**src/rtl/ibex_register_file_mp_pkg.sv**
```systemverilog
// ============================================================================
// Module : ibex_register_file_mp_pkg
// Brief  : Shared types and limits for the multi-ported register file slice.
// Rev    : 1.0  initial release
// ============================================================================
`default_nettype none

package ibex_register_file_mp_pkg;

    localparam int unsigned RfMaxReadPorts  = 4;
    localparam int unsigned RfMaxWritePorts = 2;

    typedef enum logic [1:0] {
        RfClrIdle  = 2'd0,
        RfClrClear = 2'd1,
        RfClrDone  = 2'd2
    } rf_clear_state_e;

endpackage

`default_nettype wire

```
**src/rtl/ibex_register_file_mp_if.sv**
```systemverilog
// ============================================================================
// Module : ibex_register_file_mp_if
// Brief  : Read/write/clear port bundle of the multi-ported register file.
// Rev    : 1.0  initial release
// ============================================================================
`default_nettype none

interface ibex_register_file_mp_if #(
    parameter int unsigned NumReadPorts  = 2,
    parameter int unsigned NumWritePorts = 1,
    parameter int unsigned DataWidth     = 32
);
    logic [NumReadPorts-1:0][4:0]            raddr_i;
    logic [NumReadPorts-1:0][DataWidth-1:0]  rdata_o;
    logic [NumWritePorts-1:0][4:0]           waddr_i;
    logic [NumWritePorts-1:0][DataWidth-1:0] wdata_i;
    logic [NumWritePorts-1:0]                we_i;
    logic                                    clear_req_i;
    logic                                    clear_busy_o;
    logic                                    clear_done_o;

    modport master (
        output raddr_i, waddr_i, wdata_i, we_i, clear_req_i,
        input  rdata_o, clear_busy_o, clear_done_o
    );

    modport slave (
        input  raddr_i, waddr_i, wdata_i, we_i, clear_req_i,
        output rdata_o, clear_busy_o, clear_done_o
    );
endinterface

`default_nettype wire

```
**src/rtl/ibex_register_file_mp_clr_seq.sv**
```systemverilog
// ============================================================================
// Module : ibex_register_file_clr_seq
// Brief  : Clear sequencer walking x1..xN-1 once per request, then a done pulse.
// Rev    : 1.0  initial release
// ============================================================================
`default_nettype none

module ibex_register_file_clr_seq
    import ibex_register_file_mp_pkg::*;
#(
    parameter int unsigned NUM_WORDS  = 32,
    parameter int unsigned ADDR_WIDTH = 5
) (
    input  wire logic                  clk_i,
    input  wire logic                  rst_i,
    input  wire logic                  i_clear_req,
    output logic                       o_clr_we,
    output logic [ADDR_WIDTH-1:0]      o_clr_addr,
    output logic                       o_busy,
    output logic                       o_done
);
    localparam logic [ADDR_WIDTH-1:0] FIRST_ADDR = ADDR_WIDTH'(1);
    localparam logic [ADDR_WIDTH-1:0] LAST_ADDR  = ADDR_WIDTH'(NUM_WORDS - 1);

    rf_clear_state_e         r_state;
    rf_clear_state_e         w_state_nxt;
    logic [ADDR_WIDTH-1:0]   r_ptr;
    logic [ADDR_WIDTH-1:0]   w_ptr_nxt;

    always_ff @(posedge clk_i) begin
        if (rst_i) begin
            r_state <= RfClrIdle;
            r_ptr   <= FIRST_ADDR;
        end else begin
            r_state <= w_state_nxt;
            r_ptr   <= w_ptr_nxt;
        end
    end

    always_comb begin
        w_state_nxt = r_state;
        w_ptr_nxt   = r_ptr;
        o_clr_we    = 1'b0;
        o_done      = 1'b0;
        o_busy      = (r_state != RfClrIdle);
        case (r_state)
            RfClrIdle: begin
                if (i_clear_req) begin
                    w_state_nxt = RfClrClear;
                    w_ptr_nxt   = FIRST_ADDR;
                end
            end
            RfClrClear: begin
                o_clr_we = 1'b1;
                // Pointer parks on the last word rather than wrapping into x0.
                if (r_ptr == LAST_ADDR) begin
                    w_state_nxt = RfClrDone;
                end else begin
                    w_ptr_nxt = r_ptr + FIRST_ADDR;
                end
            end
            RfClrDone: begin
                o_done      = 1'b1;
                w_state_nxt = RfClrIdle;
            end
            default: w_state_nxt = RfClrIdle;
        endcase
    end

    assign o_clr_addr = r_ptr;

endmodule

`default_nettype wire

```
**src/rtl/ibex_register_file_mp.sv**
```systemverilog
// ============================================================================
// Module : ibex_register_file_mp
// Brief  : Flip-flop RISC-V register file with N read / M write ports and clear.
// Rev    : 1.0  initial release
// ============================================================================
`default_nettype none

module ibex_register_file_mp
    import ibex_register_file_mp_pkg::*;
#(
    parameter bit                   RV32E         = 1'b0,
    parameter int unsigned          DataWidth     = 32,
    parameter int unsigned          NumReadPorts  = 2,
    parameter int unsigned          NumWritePorts = 1,
    parameter bit                   WriteThrough  = 1'b0,
    parameter logic [DataWidth-1:0] WordZeroVal   = '0
) (
    input  wire logic               clk_i,
    input  wire logic               rst_i,
    ibex_register_file_mp_if.slave  bus
);
    localparam int unsigned NUM_WORDS  = RV32E ? 16 : 32;
    localparam int unsigned ADDR_WIDTH = RV32E ? 4 : 5;

    if ((NumReadPorts < 1) || (NumReadPorts > RfMaxReadPorts)) begin : g_bad_read_ports
        $error("NumReadPorts must be in 1..4");
    end
    if ((NumWritePorts < 1) || (NumWritePorts > RfMaxWritePorts)) begin : g_bad_write_ports
        $error("NumWritePorts must be in 1..2");
    end

    logic                   w_clr_we;
    logic [ADDR_WIDTH-1:0]  w_clr_addr;
    logic                   w_busy;
    logic                   w_done;
    logic [NumWritePorts-1:0] w_wvalid;
    logic [NUM_WORDS-1:0]   w_reg_we;
    logic [DataWidth-1:0]   w_reg_wdata [NUM_WORDS];
    logic [DataWidth-1:0]   r_mem       [NUM_WORDS];

    ibex_register_file_clr_seq #(
        .NUM_WORDS  (NUM_WORDS),
        .ADDR_WIDTH (ADDR_WIDTH)
    ) u_clr_seq (
        .clk_i       (clk_i),
        .rst_i       (rst_i),
        .i_clear_req (bus.clear_req_i),
        .o_clr_we    (w_clr_we),
        .o_clr_addr  (w_clr_addr),
        .o_busy      (w_busy),
        .o_done      (w_done)
    );

    assign bus.clear_busy_o = w_busy;
    assign bus.clear_done_o = w_done;

    // A write is accepted only when idle, non-x0, and inside the implemented range.
    for (genvar p = 0; p < NumWritePorts; p++) begin : g_wvalid
        assign w_wvalid[p] = bus.we_i[p] && !w_busy && (bus.waddr_i[p] != 5'd0) &&
                             (!RV32E || !bus.waddr_i[p][4]);
    end

    always_comb begin
        w_reg_we = '0;
        for (int i = 0; i < NUM_WORDS; i++) begin
            w_reg_wdata[i] = WordZeroVal;
        end
        // Later ports overwrite earlier ones; the clear sequencer overrides all.
        for (int p = 0; p < NumWritePorts; p++) begin
            for (int i = 1; i < NUM_WORDS; i++) begin
                if (w_wvalid[p] && (bus.waddr_i[p][ADDR_WIDTH-1:0] == ADDR_WIDTH'(i))) begin
                    w_reg_we[i]    = 1'b1;
                    w_reg_wdata[i] = bus.wdata_i[p];
                end
            end
        end
        if (w_clr_we) begin
            w_reg_we[w_clr_addr]    = 1'b1;
            w_reg_wdata[w_clr_addr] = WordZeroVal;
        end
    end

    always_ff @(posedge clk_i) begin
        if (rst_i) begin
            for (int i = 0; i < NUM_WORDS; i++) begin
                r_mem[i] <= WordZeroVal;
            end
        end else begin
            for (int i = 0; i < NUM_WORDS; i++) begin
                if (w_reg_we[i]) begin
                    r_mem[i] <= w_reg_wdata[i];
                end
            end
        end
    end

    for (genvar r = 0; r < NumReadPorts; r++) begin : g_rd
        logic [DataWidth-1:0] w_rdata;
        always_comb begin
            w_rdata = r_mem[bus.raddr_i[r][ADDR_WIDTH-1:0]];
            if (WriteThrough) begin
                for (int p = 0; p < NumWritePorts; p++) begin
                    if (w_wvalid[p] && (bus.waddr_i[p] == bus.raddr_i[r])) begin
                        w_rdata = bus.wdata_i[p];
                    end
                end
            end
            if ((bus.raddr_i[r] == 5'd0) || (RV32E && bus.raddr_i[r][4])) begin
                w_rdata = WordZeroVal;
            end
        end
        assign bus.rdata_o[r] = w_rdata;
    end

endmodule

`default_nettype wire

```
**src/flat_wrapper.sv**
```systemverilog
// flat-port wrapper written by rule: the top's interface ports become plain ports
module ibex_register_file_mp_flat import ibex_register_file_mp_pkg::*;
#(
    parameter bit                   RV32E         = 1'b0,
    parameter int unsigned          DataWidth     = 32,
    parameter int unsigned          NumReadPorts  = 2,
    parameter int unsigned          NumWritePorts = 1,
    parameter bit                   WriteThrough  = 1'b0,
    parameter logic [DataWidth-1:0] WordZeroVal   = '0
)
  (clk_i, rst_i, bus_raddr_i, bus_waddr_i, bus_wdata_i, bus_we_i, bus_clear_req_i, bus_rdata_o, bus_clear_busy_o, bus_clear_done_o);
  ibex_register_file_mp_if #(.NumReadPorts(NumReadPorts), .NumWritePorts(NumWritePorts), .DataWidth(DataWidth)) bus_i ();
  input  wire logic clk_i;
  input  wire logic rst_i;
  input wire logic [$bits(bus_i.raddr_i)-1:0] bus_raddr_i;
  input wire logic [$bits(bus_i.waddr_i)-1:0] bus_waddr_i;
  input wire logic [$bits(bus_i.wdata_i)-1:0] bus_wdata_i;
  input wire logic [$bits(bus_i.we_i)-1:0] bus_we_i;
  input wire logic [$bits(bus_i.clear_req_i)-1:0] bus_clear_req_i;
  output wire logic [$bits(bus_i.rdata_o)-1:0] bus_rdata_o;
  output wire logic [$bits(bus_i.clear_busy_o)-1:0] bus_clear_busy_o;
  output wire logic [$bits(bus_i.clear_done_o)-1:0] bus_clear_done_o;
  assign bus_i.raddr_i = bus_raddr_i;
  assign bus_i.waddr_i = bus_waddr_i;
  assign bus_i.wdata_i = bus_wdata_i;
  assign bus_i.we_i = bus_we_i;
  assign bus_i.clear_req_i = bus_clear_req_i;
  assign bus_rdata_o = bus_i.rdata_o;
  assign bus_clear_busy_o = bus_i.clear_busy_o;
  assign bus_clear_done_o = bus_i.clear_done_o;
  ibex_register_file_mp #(.RV32E(RV32E), .DataWidth(DataWidth), .NumReadPorts(NumReadPorts), .NumWritePorts(NumWritePorts), .WriteThrough(WriteThrough), .WordZeroVal(WordZeroVal)) u_core (.clk_i(clk_i), .rst_i(rst_i), .bus(bus_i));
endmodule
```
**config.mk**
```make
export PLATFORM = sky130hd
export DESIGN_NAME = ibex_register_file_mp_flat
export DESIGN_NICKNAME = d
export VERILOG_FILES = /design/src/rtl/ibex_register_file_mp_pkg.sv /design/src/rtl/ibex_register_file_mp_if.sv /design/src/rtl/ibex_register_file_mp_clr_seq.sv /design/src/rtl/ibex_register_file_mp.sv /design/src/flat_wrapper.sv
export SDC_FILE = /design/constraint.sdc
export NUM_CORES = 2
export LEC_CHECK = 0
export BUFFER_PORTS_ARGS = -buffer_cell sky130_fd_sc_hd__buf_4
export CORE_MARGIN = 8
export CORE_UTILIZATION = 25
export CTS_CLUSTER_DIAMETER = 40
export CTS_CLUSTER_SIZE = 16
export DETAILED_ROUTE_END_ITERATION = 10
export SYNTH_ARGS = -nofsm -noshare
export SYNTH_HDL_FRONTEND = slang
export SYNTH_SLANG_ARGS = --single-unit
```
**constraint.sdc**
```tcl
create_clock -name clk_i -period 3.7 [get_ports clk_i]
set_input_delay 0.74 -clock clk_i [delete_from_list [all_inputs] [get_ports clk_i]]
set_output_delay 0.74 -clock clk_i [all_outputs]
set_load 0.05 [all_outputs]
```
==> summary.md <==
| Metric | Value |
|---|---|
| CP bufs+invs | `3` |
| Setup TNS | `0 ns` |
| Cells after synthesis | `about 4300` |
| Layout Utilization | `30.2%` |
| Initial Util | `25.1%` |
| Largest area contributor in the netlist | `edfxtp_1` |
| Seq/Total Area, Yosys | `roughly 58%` |
| Unrepaired setup endpoints after global routing | `false` |
| P_leak | `23.0 nW` |
| Dpl hpwl | `128000 um` |
| I/O Buffers | `116` |
| Placement Cell Area | `57900 um^2` |
| Max-Cap Viols | `0` |
| Syn nets | `4367` |
| CTS Buf Count | `130` |
| Placer congestion estimate | `0.879` |
| EDFF count, synth | `992` |
| Clock slew at reported path FFs | `around 0.060 ns` |
| Worst min-delay path startpoint | `bus_clear_req_i` |
| Share of power burned in registers | `43.4%` |
| Post-synth ARST share | `0%` |
| Final setup fails | `0` |
| Chip height | `approximately 470 um` |
| Maximum fanout along the worst path | `23` |
| Total die area | `223000 um^2` |
| Area Overhead vs Synth | `20.1%` |
| Tot Pwr | `30.2 mW` |
| Hold EP | `u_core.u_clr_seq.o_clr_addr[3]$_SDFFE_PP0P_` |
| Synth top area share | `57.3%` |
| Worst path top cell family by delay | `simple AND/OR/NAND/NOR gates` |
| Distinct cell type count after synthesis | `50` |
| Post-Syn Area per Cell | `12.1 um^2` |
| Power Density | `a little under 500 nW/um^2` |
| F_max | `272 MHz` |
| H-tree depth reported by CTS | `4` |
| GRT Residual Overflow | `0` |
| Row count | `167` |
| Worst R2R Start | `u_core.u_clr_seq.r_state[0]$_SDFFE_PP0P_` |
| Post-CTS Repair Setup Buffers | `0` |
| Logic pwr share | `12.9%` |
| Via/cell ratio | `5.37` |
| Starting DRT DRC Count | `around 5400` |
| Initial antenna violation count | `4` |
| Die W | `472 um` |
| Relative slew margins | `39.0%` |
| P_int | `22.2 mW` |
| Largest net degree at the start of global routing | `74` |
| Final wirelength | `202000 um` |
| CP most frequent cell | `buf_4` |
| Deepest clock path buffer count | `3` |
| Worst Setup Start Kind | `input port` |
| Total GRT Usage | `17.2%` |
| Core Region | `slightly above 200000 um^2` |
| Slowest cell delay on critical path | `0.71 ns` |
| Measured slew at the worst slew-check pin | `between 0.9 and 1 ns` |
| Req. time, crit path | `2.96 ns` |
| Number of hold buffers added after CTS | `0` |
| Peak supply drop | `0.345 mV` |
| Endpoints failing hold | `0` |
| Global-route wire length before repair | `280000 um` |
| Vias in the first global route | `38500` |
| Drt pass-1 iters | `8` |
| Clk_skew | `0.0240 ns` |
| Final ANT Viol Nets | `0` |
| CTS Sinks | `999` |
| Worst hold stages | `3` |
| FF+latch count, synth | `approximately 1000` |
| Netlist Area Pre-Place | `between 50000 and 60000 um^2` |
| CTS root buffer | `clkbuf_16` |
| Final Max Tran Viols | `0` |
| Hold Crit Class | `input port to flip-flop` |
| Synth top area cells | `edfxtp_1, mux2i_1, nor2_1, mux4_2, o22ai_1` |
| Arrival time worst endpoint | `roughly 2.9 ns` |
| Setup WS pre-CTS | `-0.279 ns` |
| Nets | `around 4500` |
| Critical path class | `input port to output port` |
| Sw frac | `26.6%` |
| Sw Pwr | `a little over 8 mW` |
| Clk network pwr share | `43.7%` |
| Worst R2R Path Depth | `5` |
| Synth Flop Type | `edfxtp_1` |
| # IOs | `around 120` |
| Vias | `slightly below 40000` |
| CTS tree | `done` |
| Cell Chain, Critical Path | `buf_4 -> or2_2 -> buf_4 -> a221o_1 -> a31oi_1 -> nor3_1 -> buf_4` |
| Drt drc | `0` |
| Critical-path top delay cell | `or2_2` |
| Register-to-register setup slack | `around 1.1 ns` |
| Yosys warning total | `0` |
| DR WL/cell | `between 20 and 30 um` |
| Reg-to-reg endpoint | `u_core.r_mem[9][8]$_SDFFCE_PN0P_` |
| Final min period | `3.68 ns` |
| Final period util | `99.5%` |
| Clock latency on the worst-skew pair | `0.75 ns` |
| Worst setup EP type | `output port` |
| Post-route cell area | `between 60000 and 70000 um^2` |
| Share of layout cells above drive strength 1 | `20.2%` |
| Fin worst setup slack | `0.0189 ns` |
| Status | `finished, final reports clean` |
==> kinds of logic (layout without fill, tap and decap cells) <==
| logic type | after synthesis | in the layout | share of synthesized area (%) |
|---|---|---|---|
| buf+inv | 448 | 650 | 4.27 |
| compound gates | 518 | 518 | 7.15 |
| flops | 999 | 999 | 57.5 |
| other cells | 0 | 2 | 0 |
| xor+xnor | 1 | 1 | 0.0168 |
| mux | 860 | 860 | 19.1 |
| simple gates | 1480 | 1480 | 11.8 |
| fa+ha+maj | 5 | 5 | 0.120 |
==> power groups by stage <==
stage               clock network, mW  registers (mW)  logic (mW)
floorplan                           0            13.3        2.26
global placement                    0            13.3        3.83
detailed placement                  0            13.3        3.86
CTS                              13.3            13.1        3.87
global route                     13.7            13.2        4.03
finish                           13.2            13.1        3.89
==> area by class of cell <==
cell class,instances,area (um^2)
repair buffers,408,4170
clock buffers,144,3370
flip-flops and latches,999,29900
diodes,2,5.00
well taps,2788,3490
inverters,6,22.5
clock inverters,92,1110
multi-input cells,2864,20400
fillers,20800,145000
==> through the flow <==
step	std cells	hold slack (ns)
6_report	7303	0.411
5_1_grt	7302	0.431
4_1_cts	7301	0.360
3_5_place_dp	7065	0.518
3_3_place_gp	7065	0.506
2_1_floorplan	4311	0.477
==> worst reg2reg max path, delay by kind of cell, from the launching register on <==
kind            cells  cell delay (ns)
compound gates      1             0.14
buf+inv             1             0.27
flops               1             0.48
simple gates        3             1.44
==> per-layer routing <==
layer	wire length, um	vias to the layer above	GRT usage (%)
li1	-	16300	-
met2	93300	2548	27.8
met3	21300	521	3.31
met4	10500	2	8.62
met1	76700	19900	22.1
met5	14	-	0
==> worst max-delay path by stage <==
stage	from	end	slack [ns]	cells after the start
finish	bus_raddr_i[2]	bus_rdata_o[10]	0.02	7
global route	bus_raddr_i[2]	bus_rdata_o[10]	0.002	7
CTS	bus_raddr_i[7]	bus_rdata_o[50]	0.003	9
detailed placement	bus_raddr_i[2]	bus_rdata_o[30]	-0.28	9
global placement	bus_raddr_i[2]	bus_rdata_o[30]	-0.25	9
floorplan	bus_raddr_i[2]	bus_rdata_o[31]	0.15	6
==> state kept, by name, indices dropped and copies added (netlist names) <==
name	flops
u_core.r_mem	992
u_core.u_clr_seq.o_clr_addr	5
u_core.u_clr_seq.r_state	2
==> what timing repair did <==
item,4_1_cts,5_1_grt
resized for setup,6,3
pin swaps,0,1
setup endpoints to repair,6,4
==> layout by cell type (no fill, tap or decap), types with 36 or more instances in the layout <==
cell / netlist / layout
a21oi_1: 36 / 36
a22oi_1: 157 / 157
buf_12: 1 / 86
buf_4: 57 / 318
clkbuf_16: 0 / 133
edfxtp_1: 992 / 992
mux2_2: 64 / 64
mux2i_1: 695 / 695
mux4_2: 101 / 101
nand2_1: 196 / 137
nand2_2: 0 / 58
nor2_1: 1004 / 1003
nor3_1: 127 / 121
o22ai_1: 192 / 192
==> cells in the mapped netlist (3+ instances only) <==
cell and instances:
nor3_1 127, a21oi_1 36, nor2_1 1004, nor4_1 32
buf_1 16, a211oi_1 3, mux2i_1 695, ha_1 5
nand2b_1 41, o211a_1 31, nand3_1 35, nand2_1 196
inv_1 6, nor2b_1 8, clkbuf_1 273, edfxtp_1 992
dfxtp_1 7, nor3b_1 4, and2_1 6, a31oi_1 31
and4bb_1 3, a221o_1 32, buf_6 30, o22ai_1 192
nor3_2 4, or2_2 3, buf_4 57, mux2_2 64
a22o_1 31, mux4_2 101, buf_2 63, and3_1 4
a22oi_1 157
No activity file was read; power rests on OpenSTA's default activity.
